### config.mk
export PLATFORM = sky130hd
export DESIGN_NAME = lsu_mw_stage
export DESIGN_NICKNAME = d
export VERILOG_FILES = /design/src/rtl/lsu_mw_stage.sv
export SDC_FILE = /design/constraint.sdc
export NUM_CORES = 1
export LEC_CHECK = 0
export ABC_AREA = 1
export BUFFER_PORTS_ARGS = -buffer_cell sky130_fd_sc_hd__buf_2
export CORE_ASPECT_RATIO = 1.4
export CORE_MARGIN = 2
export CORE_UTILIZATION = 52
export DETAILED_ROUTE_END_ITERATION = 16
export HOLD_SLACK_MARGIN = 0.1
export MAX_ROUTING_LAYER = met4
export PLACE_DENSITY = 0.79
export SETUP_SLACK_MARGIN = 0.1
export SYNTH_ARGS = -nofsm -noshare
export SYNTH_HDL_FRONTEND = slang
export SYNTH_SLANG_ARGS = --single-unit
### constraint.sdc
create_clock -name clk -period 2.65 [get_ports clk]
set_clock_uncertainty 0.2 [all_clocks]
set_input_delay 0.53 -clock clk [delete_from_list [all_inputs] [get_ports clk]]
set_output_delay 0.53 -clock clk [all_outputs]
set_load 0.02 [all_outputs]
### src/rtl/lsu_mw_stage.sv
// Memory/writeback stage: runs loads and stores on a req/gnt/rvalid data bus,
// aligns and extends load data, and drives the regfile write port.
module lsu_mw_stage #(
  parameter int unsigned TIMEOUT_CYC = 255
) (
  input  logic        clk,
  input  logic        rst,
  input  logic [31:0] addr_mw,
  input  logic [31:0] alu_res_mw,
  input  logic [31:0] rdata2_mw,
  input  logic [4:0]  waddr_mw,
  input  logic        mem_rd,
  input  logic        mem_wr,
  input  logic [2:0]  funct3,
  input  logic        reg_wr,
  input  logic [1:0]  wb_sel,
  output logic        dbus_req,
  output logic        dbus_we,
  output logic [31:0] dbus_addr,
  output logic [3:0]  dbus_be,
  output logic [31:0] dbus_wdata,
  input  logic        dbus_gnt,
  input  logic        dbus_rvalid,
  input  logic [31:0] dbus_rdata,
  output logic        stall_mw,
  output logic        wb_en,
  output logic [4:0]  wb_addr,
  output logic [31:0] wb_data,
  output logic        mem_exc,
  output logic [1:0]  exc_cause
);

  // state | meaning
  // IDLE  | no access in flight; ALU writeback or launch of a memop
  // REQ   | dbus_req held until gnt
  // RSP   | waiting for rvalid
  // DONE  | load writeback; pipeline advances
  typedef enum logic [1:0] {S_IDLE, S_REQ, S_RSP, S_DONE} state_t;

  localparam logic [7:0] TO_LIM = 8'(TIMEOUT_CYC);

  state_t      r_state, w_state_nxt;
  logic [31:0] r_addr, r_wdata, r_rdata;
  logic [3:0]  r_be;
  logic        r_we, r_regwr;
  logic [2:0]  r_f3;
  logic [4:0]  r_rd;
  logic [1:0]  r_off, r_cause;
  logic [7:0]  r_cnt;

  logic        w_memop, w_f3_legal, w_misal, w_launch, w_timeout;
  logic [3:0]  w_be;
  logic [31:0] w_wdata, w_load_data;
  logic [7:0]  w_byte, w_cnt_inc;
  logic [15:0] w_half;
  logic [1:0]  w_cause;

  assign w_memop    = mem_rd | mem_wr;
  assign w_f3_legal = funct3 inside {3'b000, 3'b001, 3'b010, 3'b100, 3'b101};
  assign w_misal    = ((funct3[1:0] == 2'b01) & alu_res_mw[0]) |
                      ((funct3[1:0] == 2'b10) & (alu_res_mw[1:0] != 2'b00));
  assign w_launch   = (r_state == S_IDLE) & w_memop & w_f3_legal & ~w_misal & ~rst;
  assign w_cnt_inc  = r_cnt + 8'd1;
  assign w_timeout  = (w_cnt_inc == TO_LIM) &
                      (((r_state == S_REQ) & ~dbus_gnt) | ((r_state == S_RSP) & ~dbus_rvalid));

  always_comb begin
    w_be    = 4'b1111;
    w_wdata = rdata2_mw;
    case (funct3[1:0])
      2'b00: begin
        w_be    = 4'b0001 << alu_res_mw[1:0];
        w_wdata = {4{rdata2_mw[7:0]}};
      end
      2'b01: begin
        w_be    = alu_res_mw[1] ? 4'b1100 : 4'b0011;
        w_wdata = {2{rdata2_mw[15:0]}};
      end
      default: ;
    endcase
  end

  always_comb begin
    w_byte = r_rdata[7:0];
    case (r_off)
      2'd1:    w_byte = r_rdata[15:8];
      2'd2:    w_byte = r_rdata[23:16];
      2'd3:    w_byte = r_rdata[31:24];
      default: ;
    endcase
    w_half = r_off[1] ? r_rdata[31:16] : r_rdata[15:0];
    case (r_f3)
      3'b000:  w_load_data = {{24{w_byte[7]}}, w_byte};
      3'b001:  w_load_data = {{16{w_half[15]}}, w_half};
      3'b100:  w_load_data = {24'd0, w_byte};
      3'b101:  w_load_data = {16'd0, w_half};
      default: w_load_data = r_rdata;
    endcase
  end

  always_comb begin
    w_state_nxt = r_state;
    dbus_req    = 1'b0;
    dbus_we     = 1'b0;
    dbus_addr   = 32'd0;
    dbus_be     = 4'd0;
    dbus_wdata  = 32'd0;
    stall_mw    = 1'b0;
    wb_en       = 1'b0;
    wb_addr     = 5'd0;
    wb_data     = 32'd0;
    mem_exc     = 1'b0;
    w_cause     = 2'b00;
    case (r_state)
      S_IDLE: begin
        if (w_memop) begin
          if (!w_f3_legal) begin
            mem_exc = 1'b1;
            w_cause = 2'b10;
          end else if (w_misal) begin
            mem_exc = 1'b1;
            w_cause = 2'b01;
          end else begin
            stall_mw    = 1'b1;
            w_state_nxt = S_REQ;
          end
        end else begin
          wb_en   = reg_wr & (waddr_mw != 5'd0);
          wb_addr = waddr_mw;
          case (wb_sel)
            2'b01:   wb_data = w_load_data;
            2'b10:   wb_data = addr_mw + 32'd4;
            default: wb_data = alu_res_mw;
          endcase
        end
      end
      S_REQ: begin
        dbus_req   = 1'b1;
        dbus_we    = r_we;
        dbus_addr  = r_addr;
        dbus_be    = r_be;
        dbus_wdata = r_wdata;
        stall_mw   = 1'b1;
        if (dbus_gnt) begin
          w_state_nxt = S_RSP;
        end else if (w_timeout) begin
          stall_mw    = 1'b0;
          mem_exc     = 1'b1;
          w_cause     = 2'b11;
          w_state_nxt = S_IDLE;
        end
      end
      S_RSP: begin
        stall_mw = 1'b1;
        if (dbus_rvalid) begin
          w_state_nxt = S_DONE;
        end else if (w_timeout) begin
          stall_mw    = 1'b0;
          mem_exc     = 1'b1;
          w_cause     = 2'b11;
          w_state_nxt = S_IDLE;
        end
      end
      S_DONE: begin
        w_state_nxt = S_IDLE;
        if (!r_we) begin
          wb_en   = r_regwr & (r_rd != 5'd0);
          wb_addr = r_rd;
          wb_data = w_load_data;
        end
      end
      default: w_state_nxt = S_IDLE;
    endcase
    // Outputs are forced quiet during reset, including the input-driven IDLE paths.
    if (rst) begin
      dbus_req   = 1'b0;
      dbus_we    = 1'b0;
      dbus_addr  = 32'd0;
      dbus_be    = 4'd0;
      dbus_wdata = 32'd0;
      stall_mw   = 1'b0;
      wb_en      = 1'b0;
      wb_addr    = 5'd0;
      wb_data    = 32'd0;
      mem_exc    = 1'b0;
      w_cause    = 2'b00;
    end
  end

  assign exc_cause = rst ? 2'b00 : (mem_exc ? w_cause : r_cause);

  always_ff @(posedge clk) begin
    if (rst) begin
      r_state <= S_IDLE;
      r_addr  <= 32'd0;
      r_wdata <= 32'd0;
      r_rdata <= 32'd0;
      r_be    <= 4'd0;
      r_we    <= 1'b0;
      r_regwr <= 1'b0;
      r_f3    <= 3'd0;
      r_rd    <= 5'd0;
      r_off   <= 2'd0;
      r_cause <= 2'b00;
      r_cnt   <= 8'd0;
    end else begin
      r_state <= w_state_nxt;
      if (w_launch) begin
        r_addr  <= {alu_res_mw[31:2], 2'b00};
        r_wdata <= w_wdata;
        r_be    <= w_be;
        r_we    <= mem_wr;
        r_regwr <= reg_wr;
        r_f3    <= funct3;
        r_rd    <= waddr_mw;
        r_off   <= alu_res_mw[1:0];
        r_cnt   <= 8'd0;
      end else if (r_state == S_REQ) begin
        r_cnt <= dbus_gnt ? 8'd0 : w_cnt_inc;
      end else if (r_state == S_RSP) begin
        r_cnt <= w_cnt_inc;
      end
      if ((r_state == S_RSP) && dbus_rvalid) begin
        r_rdata <= dbus_rdata;
      end
      if (mem_exc) begin
        r_cause <= w_cause;
      end
    end
  end

endmodule

==> results of run 1 <==
-- logic make-up after synthesis --
kind of cell,after synthesis,synth area share
AO/OA/AOI/OAI,338,0.245
AND/OR/NAND/NOR,564,0.295
adder cells (fa/ha/maj),10,0.0158
flip-flops,122,0.308
buffers and inverters,266,0.135
other,1,0.000473
XOR/XNOR,1,0.00110
-- what timing repair did --
action / CTS
endpoints found under the setup margin: 106
hold buffers: 0
gates cloned: 13
setup buffers: 33
pin swaps: 32
gates resized for setup: 409
-- layer usage --
metal / GRT usage / GRT overflow
met5: - / -
met2: 0.956 / 62
met1: 0.715 / 2
met4: 0.849 / 47
met3: 0.475 / 0
-- per-stage QoR --
stage               instance area [µm²]  hold slack, ns  TNS [ns]
CTS                               12600           0.112     -8.46
detailed placement                10000           0.261     -1.95
global placement                  10000           0.245     -1.91
floorplan                          8050           0.224         0
==> metrics.md, run 1 <==
| Metric | Value |
|---|---|
| Status | did not finish |
| Failed at | 5_1_grt |
| Stop err | [ERROR GRT-0232] Routing congestion too high. Check the congestion heatmap in the GUI. |
| Largest net degree at the start of global routing | 47 |
| Count leader, synth | nand2_1 |
| Commonest cells post-synth | 260 x nand2_1, 186 x nor2_1, 182 x inv_1 |
| Post-synth EDFFs | 0 |
| Netlist cell types | 44 |
| Inst Count DP | 1759 |
| Clock root buffer master | clkbuf_16 |
| Synth area leaders | dfxtp_1 31%, nand2_1 12%, a21oi_1 8.8% |
| GRT overflow | 111 |
| IO Pins | 257 |
| Synth Flop Type | dfxtp_1 |
| I/O Buffers | 254 |
| Worst_ep kind | primary output |
| Cts bufs inserted | 17 |
| Sequential fraction of the synthesis area | 0.308 |
| # clock sinks | 122 |
| CTS max path bufs | 2 |
| Initial Util | 0.529 |
| Mapped Area | 0.00793 mm² |
| Fraction of registers with async set or reset after synthesis | 0 |
| Pre-CTS setup slack | -0.183 ns |
| DP Wirelength | 23500 µm |
| GRT worst endpoint | dbus_be[0] |
| FP Rows | 53 |
| Die X | 108 µm |
| Routability congestion estimate | 1.08 |
| H-tree depth | 4 |
| #FFs+latches synth | 122 |
| Warnings from Yosys | 0 |
| Post-synth top area share | 0.308 |
| Mapped Cells | 1302 |
| Yosys top cell by area | dfxtp_1 |
| Synth Area per Inst | 6.09 µm² |
| GRT Total Usage | 0.754 |
| Die Y | 150 µm |
==> run 2: changes to the inputs <==
==> config.mk (replaced) <==
export PLATFORM = sky130hd
export DESIGN_NAME = lsu_mw_stage
export DESIGN_NICKNAME = d
export VERILOG_FILES = /design/src/rtl/lsu_mw_stage.sv
export SDC_FILE = /design/constraint.sdc
export NUM_CORES = 1
export LEC_CHECK = 0
export ABC_AREA = 1
export BUFFER_PORTS_ARGS = -buffer_cell sky130_fd_sc_hd__buf_2
export CORE_MARGIN = 2
export CORE_UTILIZATION = 40
export DETAILED_ROUTE_END_ITERATION = 16
export PLACE_DENSITY_LB_ADDON = 0.15
export SYNTH_ARGS = -nofsm -noshare
export SYNTH_HDL_FRONTEND = slang
export SYNTH_SLANG_ARGS = --single-unit
==> metrics.md, run 2 <==
| Metric | Value |
|---|---|
| Synth Flop Type | dfxtp_1 |
| Status | complete, but fails checks |
| H-tree depth | 4 |
| DRT Pass-1 Iters | 5 |
| Per-cell routed wire length | 17.6 µm |
| Routed Antenna Nets | 0 |
| GRT Total Usage | 0.309 |
| GRT overflow | 0 |
| Failing checks | setup timing |
| Switch Pwr | 2.08 mW |
| Final setup margin | -0.255 ns |
| Cell mode on critical path | nand2_1 |
| Clk_lat worst skew | 0.42 ns |
| CTS Hold Bufs | 0 |
| Vias | 10100 |
| Commonest cells after routing, fill and taps aside | 228 x nand2_1, 190 x buf_4, 176 x inv_1 |
| # diodes | 0 |
| Slowest CP cell | dfxtp_4 |
| Core area | 0.0195 mm² |
| Seq pwr share | 0.323 |
| CP Buf/Inv Count | 4 |
| Part of the power in combinational logic | 0.297 |
| Largest registers | r_rdata (32), r_wdata (32), r_addr (30) |
| Total wire length | 34000 µm |
| Inst Count DP | 1861 |
| Final Setup Violations | 36 |
| PwrDens | 483 mW/mm² |
| Yosys top cell by area | dfxtp_1 |
| Top layer in use | met4 |
| Commonest non-fill, non-tap cell in the layout | nand2_1 |
| Fillers | 1771 |
| Mapped Area | 0.00793 mm² |
| Clock root buffer master | clkbuf_16 |
| Synth Area per Inst | 6.09 µm² |
| Crit-path leading delay family | simple AND/OR/NAND/NOR gates |
| CTS max path bufs | 2 |
| Die area | 0.0210 mm² |
| Count leader, synth | nand2_1 |
| IO Pins | 257 |
| Synth-to-Final Area Change | 62.0% |
| Tot Pwr | 6.21 mW |
| Largest net degree at the start of global routing | 47 |
| Met3 WL | 2450 µm |
| Commonest cells post-synth | 260 x nand2_1, 186 x nor2_1, 182 x inv_1 |
| Post-synth top area share | 0.308 |
| Setup crit start kind | flip-flop |
| Synth area leaders | dfxtp_1 31%, nand2_1 12%, a21oi_1 8.8% |
| Crit path max fanout | 5 |
| Max-slew violation count | 0 |
| Final nets | 1808 |
| Routability congestion estimate | 0.969 |
| Layout cell share with drive strength beyond 1 | 0.400 |
| Hold Crit Class | in2reg |
| Max Cap Viol | 0 |
| Unrepaired setup endpoints after global routing | true |
| Worst stage delay on the critical path | 0.37 ns |
| Warnings from Yosys | 0 |
| Via density per instance | 5.25 |
| FP Rows | 51 |
| Fraction of registers with async set or reset after synthesis | 0 |
| CTS tree | yes |
| #FFs+latches synth | 122 |
| DP Wirelength | 24000 µm |
| Initial Util | 0.407 |
| Die Y | 145 µm |
| Post-synth EDFFs | 0 |
| Sequential fraction of the synthesis area | 0.308 |
| Iteration-0 DRC Markers | 818 |
| Fin crit period | 2.91 ns |
| First-pass GRT wire length | 49500 µm |
| Pint | 4.13 mW |
| Peak VDD IR | 0.000489 V |
| Final Hold Viols | 0 |
| I/O Buffers | 254 |
| Leak | 5.65 nW |
| Netlist cell types | 44 |
| Initial antenna violation count | 0 |
| Clock power share | 0.380 |
| Remaining DRCs | 0 |
| Cts bufs inserted | 17 |
| Setup CP Type | reg2out |
| Vias in the first global route | 9291 |
| FMAX | 0.344 GHz |
| Die X | 145 µm |
| Final critical-path share of the clock period | 1.10 |
| Clk slew on worst S/H paths | 0.06 ns |
| Met1 Routed Length | 14000 µm |
| Layout Cells excl Fill | 1931 |
| Crit. End Element | output pin |
| Mapped Cells | 1302 |
| # clock sinks | 122 |
| Critical path data required time | 1.92 ns |
| Critical Path AT | 2.18 ns |
| Switching Share | 0.335 |
| Metal2 WL | 15900 µm |
| Crit path cell chain | inv_4 > ha_4 > nand2_2 > nand2_1 > inv_1 > nor2_1 > nand2_1 > nor2_2 > nand3_4 > buf_6 > nand4_1 > nand2_1 > nor2_2 > buf_6 |
## run 2: cell counts after synthesis
No cell type changed its count.
## run 2: final timing paths
kind | end | slack, ns | cells after the start | from
worst max-delay path | exc_cause[1] | -0.26 | 14 | r_state[0]$_SDFFE_PP0P_
worst max register to register | r_wdata[3]$_SDFFE_PP0P_ | 0.53 | 9 | r_state[0]$_SDFFE_PP0P_
worst min-delay path | r_rdata[4]$_SDFFE_PP0P_ | 0.16 | 3 | dbus_rdata[4]
worst min register to register | r_be[1]$_SDFFE_PP0P_ | 0.28 | 2 | r_be[1]$_SDFFE_PP0P_
## run 2: layout make-up
type                    count  area, µm²  share of cell area
clock buffers              18        439              0.0342
clock inverters            14        164              0.0128
inverters                 191        763              0.0594
multi-input cells         915       5460               0.425
flip-flops and latches    122       2460               0.192
well taps                 265        332              0.0258
repair buffers            405       3210               0.250
repair inverters            1       16.3             0.00127
## run 2: through the flow
stage                     cell area (µm²)  utilization  hold slack, ns  setup WS [ns]  TNS, ns
after CTS                           12000        0.615           0.150         -0.222    -3.47
after floorplan                      7980            -           0.224         0.0122        0
final                               12800        0.660           0.164         -0.255    -4.50
after global placement              10200        0.525           0.253         -0.228    -2.02
after detailed placement            10200        0.525           0.263         -0.234    -2.30
after global routing                12800        0.660           0.159         -0.437    -8.79
## run 2: power groups by stage
stage          combinational (mW)  sequential (mW)  clock (mW)
2_1_floorplan               0.806             2.02           0
3_3_place_gp                 1.36             2.03           0
3_5_place_dp                 1.36             2.03           0
4_1_cts                      1.64             2.00        2.39
5_1_grt                      1.97             2.01        2.49
6_report                     1.84             2.00        2.36
## run 2: logic make-up after synthesis
| group | Yosys count | share of synthesized area |
|---|---|---|
| adder cells (fa/ha/maj) | 10 | 0.0158 |
| XOR/XNOR | 1 | 0.00110 |
| flip-flops | 122 | 0.308 |
| AO/OA/AOI/OAI | 338 | 0.245 |
| AND/OR/NAND/NOR | 564 | 0.295 |
| buffers and inverters | 266 | 0.135 |
| other | 1 | 0.000473 |
## run 2: timing repair
action                     4_1_cts  5_1_grt
setup endpoints to repair      106      106
pin swaps                       57       46
gates resized for setup        216      215
setup buffers                   17       10
gates cloned                     8        3
## run 2: worst reg2reg max path, stage by stage, from the launching register on
cell     delay (ns)
dfxtp_4        0.37
inv_4          0.08
ha_4           0.17
buf_4          0.13
nand2_1        0.07
inv_1          0.13
nand2_4        0.10
nand2_2        0.30
buf_4          0.34
o22ai_1        0.12
## run 2: per-layer routing
metal / global-route usage / vias up
met5: 0 / -
met3: 0.0490 / 73
met1: 0.394 / 4680
met2: 0.514 / 429
met4: 0.140 / 0
li1: - / 4949
Note: power is estimated with default switching activity, not from simulation.
